==> src/rtl/lsu_unit.sv <==
// Load/store unit: accepts one EX-stage memory request at a time, drives the data bus,
// formats the load response into a register-file writeback, and aborts on bus timeout.
module lsu_unit #(
    parameter int unsigned TIMEOUT_CYCLES = 255
) (
    input  logic        clk_i,
    input  logic        rst_i,
    input  logic        req_valid_i,
    output logic        req_ready_o,
    input  logic        req_we_i,
    input  logic [2:0]  req_funct3_i,
    input  logic [31:0] req_addr_i,
    input  logic [31:0] req_wdata_i,
    input  logic [4:0]  req_rd_i,
    output logic        bus_req_o,
    output logic        bus_we_o,
    output logic [31:0] bus_addr_o,
    output logic [31:0] bus_wdata_o,
    output logic [3:0]  bus_be_o,
    input  logic        bus_gnt_i,
    input  logic        bus_rvalid_i,
    input  logic [31:0] bus_rdata_i,
    output logic        wb_we_o,
    output logic [4:0]  wb_rd_o,
    output logic [31:0] wb_data_o,
    output logic        busy_o,
    output logic        misalign_o,
    output logic        bus_err_o
);

    localparam int unsigned CNT_W = $clog2(TIMEOUT_CYCLES + 1);
    localparam logic [CNT_W-1:0] CNT_LAST = CNT_W'(TIMEOUT_CYCLES - 1);

    typedef enum logic [1:0] {S_IDLE, S_REQ, S_WAIT, S_WB} state_e;

    state_e           state_q;
    logic             we_q;
    logic [2:0]       funct3_q;
    logic [31:0]      addr_q;
    logic [31:0]      wdata_q;
    logic [4:0]       rd_q;
    logic [31:0]      rdata_q;
    logic [CNT_W-1:0] cnt_q;
    logic             misalign_q;
    logic             bus_err_q;

    logic             req_bad;
    logic [3:0]       bus_be;
    logic [31:0]      bus_wdata;
    logic [31:0]      rdata_shift;
    logic [31:0]      rdata_d;
    logic             timeout;

    // Reserved encodings are rejected alongside misaligned addresses; stores have no BU/HU.
    // NOTE: every signal assigned in always_comb gets a default first so no latch is inferred.
    always_comb begin
        req_bad = 1'b1;
        case (req_funct3_i)
            3'b000:  req_bad = 1'b0;
            3'b001:  req_bad = req_addr_i[0];
            3'b010:  req_bad = |req_addr_i[1:0];
            3'b100:  req_bad = req_we_i;
            3'b101:  req_bad = req_we_i | req_addr_i[0];
            default: req_bad = 1'b1;
        endcase
    end

    always_comb begin
        bus_be      = 4'b1111;
        bus_wdata   = wdata_q;
        rdata_shift = bus_rdata_i >> {addr_q[1:0], 3'b000};
        rdata_d     = bus_rdata_i;
        case (funct3_q[1:0])
            2'b00: begin
                bus_be    = 4'b0001 << addr_q[1:0];
                bus_wdata = {4{wdata_q[7:0]}};
                rdata_d   = {{24{~funct3_q[2] & rdata_shift[7]}}, rdata_shift[7:0]};
            end
            2'b01: begin
                bus_be    = addr_q[1] ? 4'b1100 : 4'b0011;
                bus_wdata = {2{wdata_q[15:0]}};
                rdata_d   = {{16{~funct3_q[2] & rdata_shift[15]}}, rdata_shift[15:0]};
            end
            default: ;
        endcase
    end

    // Saturating compare: a grant on the last REQ cycle must still time out in WAIT.
    assign timeout = (cnt_q >= CNT_LAST);

    // NOTE: sequential state uses non-blocking assignments only, so every register samples pre-edge values.
    always_ff @(posedge clk_i or negedge rst_i) begin
        if (!rst_i) begin
            state_q    <= S_IDLE;
            we_q       <= 1'b0;
            funct3_q   <= 3'b000;
            addr_q     <= 32'h0;
            wdata_q    <= 32'h0;
            rd_q       <= 5'd0;
            rdata_q    <= 32'h0;
            cnt_q      <= '0;
            misalign_q <= 1'b0;
            bus_err_q  <= 1'b0;
        end else begin
            misalign_q <= 1'b0;
            bus_err_q  <= 1'b0;
            case (state_q)
                S_IDLE: begin
                    if (req_valid_i) begin
                        we_q     <= req_we_i;
                        funct3_q <= req_funct3_i;
                        addr_q   <= req_addr_i;
                        wdata_q  <= req_wdata_i;
                        rd_q     <= req_rd_i;
                        cnt_q    <= '0;
                        if (req_bad) misalign_q <= 1'b1;
                        else         state_q    <= S_REQ;
                    end
                end
                S_REQ: begin
                    cnt_q <= cnt_q + CNT_W'(1);
                    if (bus_gnt_i) begin
                        state_q <= S_WAIT;
                    end else if (timeout) begin
                        state_q   <= S_IDLE;
                        bus_err_q <= 1'b1;
                    end
                end
                S_WAIT: begin
                    cnt_q <= cnt_q + CNT_W'(1);
                    if (bus_rvalid_i) begin
                        if (we_q) begin
                            state_q <= S_IDLE;
                        end else begin
                            rdata_q <= rdata_d;
                            state_q <= S_WB;
                        end
                    end else if (timeout) begin
                        state_q   <= S_IDLE;
                        bus_err_q <= 1'b1;
                    end
                end
                default: state_q <= S_IDLE;
            endcase
        end
    end

    // Outputs decode straight from registers, so reset clears them without waiting for a clock.
    assign req_ready_o = (state_q == S_IDLE);
    assign busy_o      = (state_q != S_IDLE);
    assign bus_req_o   = (state_q == S_REQ);
    assign bus_we_o    = bus_req_o & we_q;
    assign bus_addr_o  = bus_req_o ? {addr_q[31:2], 2'b00} : 32'h0;
    assign bus_be_o    = bus_req_o ? bus_be : 4'b0000;
    assign bus_wdata_o = bus_we_o ? bus_wdata : 32'h0;
    assign wb_we_o     = (state_q == S_WB) && (rd_q != 5'd0);
    assign wb_rd_o     = (state_q == S_WB) ? rd_q : 5'd0;
    assign wb_data_o   = (state_q == S_WB) ? rdata_q : 32'h0;
    assign misalign_o  = misalign_q;
    assign bus_err_o   = bus_err_q;

endmodule

==> config.mk <==
export PLATFORM = sky130hd
export DESIGN_NAME = lsu_unit
export DESIGN_NICKNAME = d
export VERILOG_FILES = /design/src/rtl/lsu_unit.sv
export SDC_FILE = /design/constraint.sdc
export NUM_CORES = 1
export LEC_CHECK = 0
export ABC_AREA = 1
export CAP_MARGIN = 5
export CORE_MARGIN = 2
export CORE_UTILIZATION = 46
export DETAILED_ROUTE_END_ITERATION = 8
export PLACE_DENSITY = 0.81
export SYNTH_ARGS = -nofsm -noshare
export SYNTH_HDL_FRONTEND = slang
export SYNTH_SLANG_ARGS = --single-unit
==> constraint.sdc <==
create_clock -name clk_i -period 2.07 [get_ports clk_i]
set_input_delay 0.3105 -clock clk_i [delete_from_list [all_inputs] [get_ports clk_i]]
set_output_delay 0.3105 -clock clk_i [all_outputs]
set_load 0.01 [all_outputs]
# ---- After elaboration in Yosys (flattened, before gate mapping)
# Cells that the tools add are included.
# Widths: inputs -> output; s select.
dict set report totals {
  register_bits 117
  word_cells 69
  input_bits 110
}
dict set report op_classes {
  add_sub_neg 1
  n_bitwise 6
  n_reduce_logical 13
  n_shift 2
  eq_ne 10
  n_mux 26
  order_cmp 1
}
# op n
set ops {}
lappend ops {{$pmux 32 s2} 2}
lappend ops {{$mux 32} 3}
lappend ops {{$shr 32x5->16} 1}
lappend ops {{$pmux 8 s2} 1}
lappend ops {{$mux 2} 6}
lappend ops {{$add 8x1->8 const B} 1}
lappend ops {{$ge 8x8->1 const B} 1}
lappend ops {{$mux 4} 2}
lappend ops {{$mux 8} 1}
lappend ops {{$pmux 4 s2} 1}
lappend ops {{$eq 3x3->1 const B} 2}
lappend ops {{$mux 1} 6}
lappend ops {{$pmux 2 s3} 1}
lappend ops {{$reduce_and 2->1} 3}
lappend ops {{$mux 5} 1}
lappend ops {{$pmux 1 s5} 1}
lappend ops {{$reduce_bool 5->1} 1}
lappend ops {{$eq 2x1->1 const B} 2}
lappend ops {{$eq 2x2->1 const B} 2}
lappend ops {{$logic_not 2->1} 2}
lappend ops {{$ne 2x2->1 const B} 2}
lappend ops {{$reduce_bool 2->1} 2}
lappend ops {{$reduce_or 2->1} 2}
lappend ops {{$shl 1x2->4 const A} 1}
lappend ops {{other kinds (9)} 12}

# ---- Logic depth before layout (Yosys ltp)
# Gate-level depths: netlist of run 1.
dict set report depth {
  depth_word 5
  depth_mapped 11
  ltp_nobuf 10
}

# ---- Least setup slack after synthesis of run 1
# OpenSTA, ideal clock, no wires.
dict set report synth_path {
  kind {register -> output}
  startpoint {register state_q[1]}
  endpoint {output bus_wdata_o[29]}
  path_buffers 2
  path_slack_ns 0.240
  required_ns 1.760
  arrival_ns 1.519
  stages_incl_launch_ff 9
  cell_sequence {dfrtp_1 inv_1 ha_1 buf_2 nand2_1 inv_1 buf_2 o21ai_0 nor2_1}
}
dict set report synth_between {
  elab_chain_len 3
}
# item line_no
set synth_lines {}
lappend synth_lines {{start: declaration} 36} ;# state_e state_q;
lappend synth_lines {{start signal: assignment} 94} ;# state_q <= S_IDLE;
lappend synth_lines {{start signal: assignment} 117} ;# else state_q <= S_REQ;
lappend synth_lines {{start signal: assignment} 123} ;# state_q <= S_WAIT;
lappend synth_lines {{$eq 2x1->1} 151} ;# assign bus_req_o = (state_q == S_REQ);
lappend synth_lines {{named net bus_req_o} 15} ;# output logic bus_req_o,
lappend synth_lines {{$and 1x1->1} 152} ;# assign bus_we_o = bus_req_o & we_q;
lappend synth_lines {{named net bus_we_o} 16} ;# output logic bus_we_o,
lappend synth_lines {{$mux 32} 155} ;# assign bus_wdata_o = bus_we_o ? bus_wdata : 32'h0;
lappend synth_lines {{end: declaration} 18} ;# output logic [31:0] bus_wdata_o,
# The timed path passes the listed nets, and every way through them passes these cells.

# ---- Worst setup path in the final report of run 1
dict set report layout_path {
  startpoint {register funct3_q[1]}
  endpoint {output bus_be_o[0]}
}
dict set report layout_between {
  elab_chain_len 3
  word_cells_on_any_way 4
  classes_between {eq/ne: 1; mux: 2; reduce/logical: 1}
}
# item line_no
set layout_lines {}
lappend layout_lines {{start: declaration} 38} ;# logic [2:0] funct3_q;
lappend layout_lines {{start signal: assignment} 111} ;# funct3_q <= req_funct3_i;
lappend layout_lines {{$eq 2x1->1 / $logic_not 2->1 (equally long branches)} 73} ;# case (funct3_q[1:0])
lappend layout_lines {{$pmux 4 s2 (*)} 73}
lappend layout_lines {{$mux 4 (*)} 154} ;# assign bus_be_o = bus_req_o ? bus_be : 4'b0000;
lappend layout_lines {{end: declaration} 19} ;# output logic [3:0] bus_be_o,
# Mark *: on every way between the ends. The rest lies on a longest branch, timed or not.

==> flow_summary.yaml, run 1 <==
critical_path:
  path_delay_family: "buffers and inverters"
  required_ns: 1.76
  crit_fanout: 5
  cp_num_cells: 7
  crit_chain: "buf_6, nor2_8, clkinvlp_4, buf_8, o21ai_4, a21oi_2, buf_2"
  critPathSlowestCell: "dfrtp_1"
  critPathBufInv: 4
  worst_setup_path_start_kind: "flop"
  end_kind: "primary output"
  r2r_cells: 8
  crit_type: "reg2out"
  arrival_ns: 1.77
  slowest_delay_ns: 0.41
timing:
  setup_violations: 1
  relSlewSlack: 0.659
  rsz0062_at_grt: "yes"
  min_period_over_period: 1.00
  setup_slack_ns: -0.00620
  hold_violations: 0
  worst_pin_slew_ns: 0.511
  min_period_ns: 2.08
  max_clock_freq_mhz: 482
  maxSlewViolCount: 0
  fin_skew_ns: 0.0104
routing:
  ant_nets: 0
  vias_per_cell: 5.16
  drt_iter0_markers: 433
  firstDrtPassIters: 5
  wirelength_um: 21100
  via_count: 6433
  wl_per_cell_um: 16.9
  drc: 0
run_status:
  status: "complete, but fails checks"
  violations: "negative setup slack"
floorplan:
  dieArea_mm2: 0.0151
  die_w_um: 123
  io-pin-count: 222
  coreArea_mm2: 0.0139
  initial_core_util: 0.469
  num_rows: 43
  die_h_um: 123
cells_and_area:
  n_fill_cell: 1119
  fin_area_mm2: 0.00965
  final_nets: 1172
  area_growth_pct: 48.1
  layout-drive-gt1-share: 0.235
power_and_ir_drop:
  p_leak_nw: 5.19
  total_power_mw: 14.0
  vdd_ir_drop_max_v: 0.000801
  power_density_mw_per_mm2: 1450
placed_design:
  port_buffers: 219
  hpwl_um: 14000
  place_area_mm2: 0.00901
  place_congestion: 0.918
grt:
  grt_max_degree: 66
  antenna_found_initial: 1
  overflow: 0
  grt_usage: 0.283
  grt_pass1_wl_um: 32700
  grt_pass1_vias: 6403
logic_synthesis:
  ys_warn_count: 0
  avgSynthCellArea_um2: 7.99
  synth-seq-cells: 117
  syn_area_mm2: 0.00651
  netlist_instances: 815
  ys_seq_area_frac: 0.449
  synthDistinctLibCells: 37
clock_tree:
  clock_latency_ns: 0.42
  clk_path_buf_depth: 2
  cts_tree: "done"
  cts_max_level: 4
  clock_sinks: 117
  clkTransAtPathRegs_ns: 0.05
  clockRootBuffer: "clkbuf_16"
  cts_made_buffers: 17
min_path:
  min_path_type: "in2async"
job:
  cap_viol_max_count: 0
==> stage by stage <==
step	worst slack, ns	setup TNS, ns	hold WS, ns	util	instances
after global routing	-0.0856	-0.498	0.475	0.695	1246
after floorplan	0.240	0	0.0149	-	816
final	-0.00620	-0.00620	0.417	0.695	1246
after CTS	-0.0976	-0.313	0.426	0.692	1241
after detailed placement	-0.00253	-0.00253	0.314	0.649	1205
after global placement	0.0126	0	0.313	0.649	1205
==> final timing paths <==
path / start / end / slack (ns)
worst max-delay path: funct3_q[1]$_DFFE_PN0P_ / bus_be_o[0] / -0.006
worst min-delay path: rst_i / misalign_o$_DFF_PN0_ / 0.42
worst max register to register: state_q[1]$_DFFE_PN0P_ / addr_q[5]$_DFFE_PN0P_ / 0.16
worst min register to register: addr_q[28]$_DFFE_PN0P_ / addr_q[28]$_DFFE_PN0P_ / 0.49
max in group asynchronous: rst_i / addr_q[0]$_DFFE_PN0P_ / 0.97
min in group clk_i: req_wdata_i[3] / wdata_q[3]$_DFFE_PN0P_ / 0.46
==> report_power, final <==
| part | switching (mW) | internal (mW) |
|---|---|---|
| clock network | 1.02 | 1.71 |
| registers | 0.801 | 3.40 |
| logic | 3.76 | 3.31 |
| total | 5.58 | 8.41 |
==> layout by cell type, fill, tap and decap left out, types with 27 or more instances in the layout <==
cell type	count
a21oi_1	52
buf_2	27
clkbuf_2	32
clkdlybuf4s50_1	110
dfrtp_1	116
inv_1	118
mux2_2	47
nand2_1	198
nand3_1	41
nor2_1	92
==> layer usage <==
metal,wire length (um),vias to the layer above,GRT usage
met3,2030,51,0.0955
met5,0,-,0
li1,-,3017,-
met2,10200,313,0.463
met1,8150,3052,0.339
met4,686,0,0.127
==> layout make-up <==
class,instances,area [um^2],share of cell area
tap,180,225,0.0233
antenna,1,2.50,0.000259
clock inverter,5,52.6,0.00545
multi-input combinational,533,3040,0.315
sequential,117,2930,0.304
clock buffer,23,478,0.0495
timing repair buffer,260,2430,0.252
inverter,127,485,0.0503
==> repair_timing <==
action | CTS | global route
hold buffers | 1 | 0
setup endpoints to repair | 108 | 61
resized for setup | 258 | 93
hold endpoints to repair | 35 | 0
cloned | 3 | 3
buffers inserted | 4 | 1
pin swaps | 5 | 4
==> registers in the layout, indices dropped and copies added (netlist names) <==
name,count
we_q,1
bus_err_o,1
wdata_q,32
rdata_q,32
funct3_q,3
state_q,2
cnt_q,8
misalign_o,1
rd_q,5
addr_q,32
==> Yosys cell counts <==
cell type  number  area, um^2
buf_1           2        7.51
mux2_2         47         529
nand2_2         4        25.0
nand4_1         1        6.26
dfrtp_1       117        2930
ha_1            6        75.1
xor2_1          1        8.76
nor2_1         92         345
nand3_4         1        17.5
nor2_8          2        40.0
buf_6           7        78.8
nor3_1          5        25.0
buf_4           6        45.0
clkinv_1        1        3.75
a31oi_1         2        12.5
mux2_4         10         150
o41ai_1         1        8.76
clkbuf_1       14        52.6
a21oi_1        54         270
nor2_2          2        12.5
inv_2           5        18.8
nor2_4          1        11.3
nand2_1       199         747
or2_2          15        93.8
or2_1           2        12.5
o21ai_0        27         135
o21bai_1        2        15.0
o22ai_1         9        56.3
nand3b_1        1        7.51
conb_1          1        3.75
nand3_1        41         205
a211oi_1        1        7.51
mux2_1          3        33.8
nand2_4         1        11.3
inv_1         121         454
buf_2          10        50.1
nand3_2         1        10.0
==> worst register-to-register path, delay by kind of cell, from the launching register on <==
kind / cells / cell delay (ns)
buf+inv: 5 / 0.76
mux: 1 / 0.43
flops: 1 / 0.36
fa+ha+maj: 1 / 0.16
simple gates: 1 / 0.08
==> cell families (layout without fill, tap and decap cells) <==
group / after synthesis / in the layout / synth area share
compound gates: 96 / 96 / 0.0776
xor+xnor: 1 / 1 / 0.00134
fa+ha+maj: 6 / 6 / 0.0115
buf+inv: 166 / 415 / 0.109
flops: 117 / 117 / 0.449
mux: 60 / 60 / 0.109
other cells: 1 / 3 / 0.000576
simple gates: 368 / 368 / 0.241
(Power assumes the default switching activity.)
==> inputs of run 2 (changes only) <==
==> constraint.sdc (replaced) <==
create_clock -name clk_i -period 2.1 [get_ports clk_i]
set_input_delay 0.315 -clock clk_i [delete_from_list [all_inputs] [get_ports clk_i]]
set_output_delay 0.315 -clock clk_i [all_outputs]
set_load 0.005 [all_outputs]
==> run 2 against run 1 <==
- the run still ends with negative setup slack left
- combinational power shrank 3%
- sequential share of layout area shrank 0.72 points
- sequential power shrank 2%
- worst setup slack lost 0.062 ns
- clock power is essentially flat
- wire length shrank 0.63%
- total power shrank 2.2%
- clock-buffer cell count shrank 2
- non-clock buffer count grew 11
- critical path type unchanged
==> flow_summary.yaml, run 2 (synthesis gave the netlist of run 1 again) <==
routing:
  drt_iter0_markers: 707
  wirelength_um: 20900
  drc: 0
  firstDrtPassIters: 5
  ant_nets: 0
  via_count: 6433
  wl_per_cell_um: 16.7
  vias_per_cell: 5.13
grt:
  grt_pass1_vias: 6189
  grt_usage: 0.284
  grt_pass1_wl_um: 32500
  grt_max_degree: 45
  antenna_found_initial: 0
  overflow: 0
timing:
  relSlewSlack: 0.611
  hold_violations: 0
  fin_skew_ns: 0.00834
  worst_pin_slew_ns: 0.584
  min_period_ns: 2.17
  rsz0062_at_grt: "yes"
  maxSlewViolCount: 0
  setup_slack_ns: -0.0684
  setup_tns_ns: -0.302
  min_period_over_period: 1.03
  setup_violations: 10
  max_clock_freq_mhz: 461
critical_path:
  slowest_delay_ns: 0.39
  crit_fanout: 7
  crit_type: "reg2out"
  path_delay_family: "buffers and inverters"
  end_kind: "primary output"
  critPathBufInv: 5
  critPathSlowestCell: "dfrtp_1"
  crit_chain: "inv_2, ha_4, buf_6, nand2_4, inv_6, buf_16, o21ai_1, nor2_1, dlygate4sd2_1"
  required_ns: 1.78
  worst_setup_path_start_kind: "flop"
  arrival_ns: 1.85
clock_tree:
  clkTransAtPathRegs_ns: 0.05
  cts_max_level: 4
  clock_latency_ns: 0.42
  clock_sinks: 117
  cts_made_buffers: 17
  clockRootBuffer: "clkbuf_16"
  clk_path_buf_depth: 2
  cts_tree: "done"
power_and_ir_drop:
  p_leak_nw: 5.75
  vdd_ir_drop_max_v: 0.000751
  power_density_mw_per_mm2: 1380
  total_power_mw: 13.7
run_status:
  violations: "negative setup slack"
  status: "complete, but fails checks"
cells_and_area:
  diodes: 0
  postLayoutCoreUtil: 0.712
  area_growth_pct: 51.8
  layout_common_cells: "nand2_1 (190), inv_1 (116), dfrtp_1 (115)"
  reg_top3: "addr_q x32, rdata_q x32, wdata_q x32"
  layout-drive-gt1-share: 0.228
  n_fill_cell: 1064
  final_nets: 1183
  final_common_cell: "nand2_1"
floorplan:
  dieArea_mm2: 0.0151
  num_rows: 43
  die_h_um: 123
  coreArea_mm2: 0.0139
  initial_core_util: 0.469
  io-pin-count: 222
  die_w_um: 123
job:
  cap_viol_max_count: 0
placed_design:
  hpwl_um: 13900
  port_buffers: 219
  place_congestion: 0.889
  dpl_worst_slack_ns: 0.0292
min_path:
  min_path_type: "in2async"
## run 2: changes by cell type in the layout (fill, tap and decap cells not counted), moves of 7 or more
cell             change
nand2_2              +8
o22ai_1              +7
buf_4                +8
clkdlybuf4s15_2     -13
buf_2                -8
clkbuf_2            -10
dlymetal6s2s_1      +33
nand2_1              -8
## run 2: metal layers
metal / global-route usage / routed length, um / vias to the layer above
li1: - / - / 3033
met1: 0.355 / 8450 / 3035
met2: 0.465 / 10000 / 313
met3: 0.0830 / 1960 / 52
met4: 0.107 / 547 / 0
met5: 0 / 0 / -
## run 2: final cells by class
cell class / count / area (um^2) / share of cell area
flip-flops and latches: 117 / 2930 / 0.296
inverters: 127 / 482 / 0.0487
clock buffers: 21 / 480 / 0.0486
well taps: 180 / 225 / 0.0228
multi-input cells: 533 / 3020 / 0.305
clock inverters: 6 / 55.1 / 0.00557
repair buffers: 271 / 2700 / 0.273
## run 2: power by group
group          switching (mW)  internal [mW]
logic                    3.48           3.41
clock network           0.990           1.70
registers               0.755           3.35
total                    5.22           8.46
## run 2: per-stage QoR
stage	hold slack [ns]	instances	cell area, um^2
after global placement	0.347	1202	9000
after floorplan	0.0194	816	6520
final	0.438	1255	9890
after global routing	0.493	1255	9890
after CTS	0.456	1241	9710
after detailed placement	0.351	1202	9000
## run 2: worst paths after layout
check	start	end	slack (ns)	cells after the start
min in group clk_i	req_wdata_i[4]	wdata_q[4]$_DFFE_PN0P_	0.47	3
worst min-delay path	rst_i	rdata_q[1]$_DFFE_PN0P_	0.44	2
max in group asynchronous	rst_i	wdata_q[27]$_DFFE_PN0P_	1.02	3
worst min register to register	addr_q[30]$_DFFE_PN0P_	addr_q[30]$_DFFE_PN0P_	0.50	1
worst max register to register	state_q[0]$_DFFE_PN0P_	cnt_q[5]$_DFFE_PN0P_	0.15	13
worst max-delay path	state_q[1]$_DFFE_PN0P_	bus_wdata_o[28]	-0.07	9
## run 2: what timing repair did
item,4_1_cts,5_1_grt
setup buffers,6,14
resized for setup,143,155
endpoints found under the hold margin,38,0
endpoints found under the setup margin,108,91
pin swaps,6,10
hold buffers,1,0
gates cloned,5,2
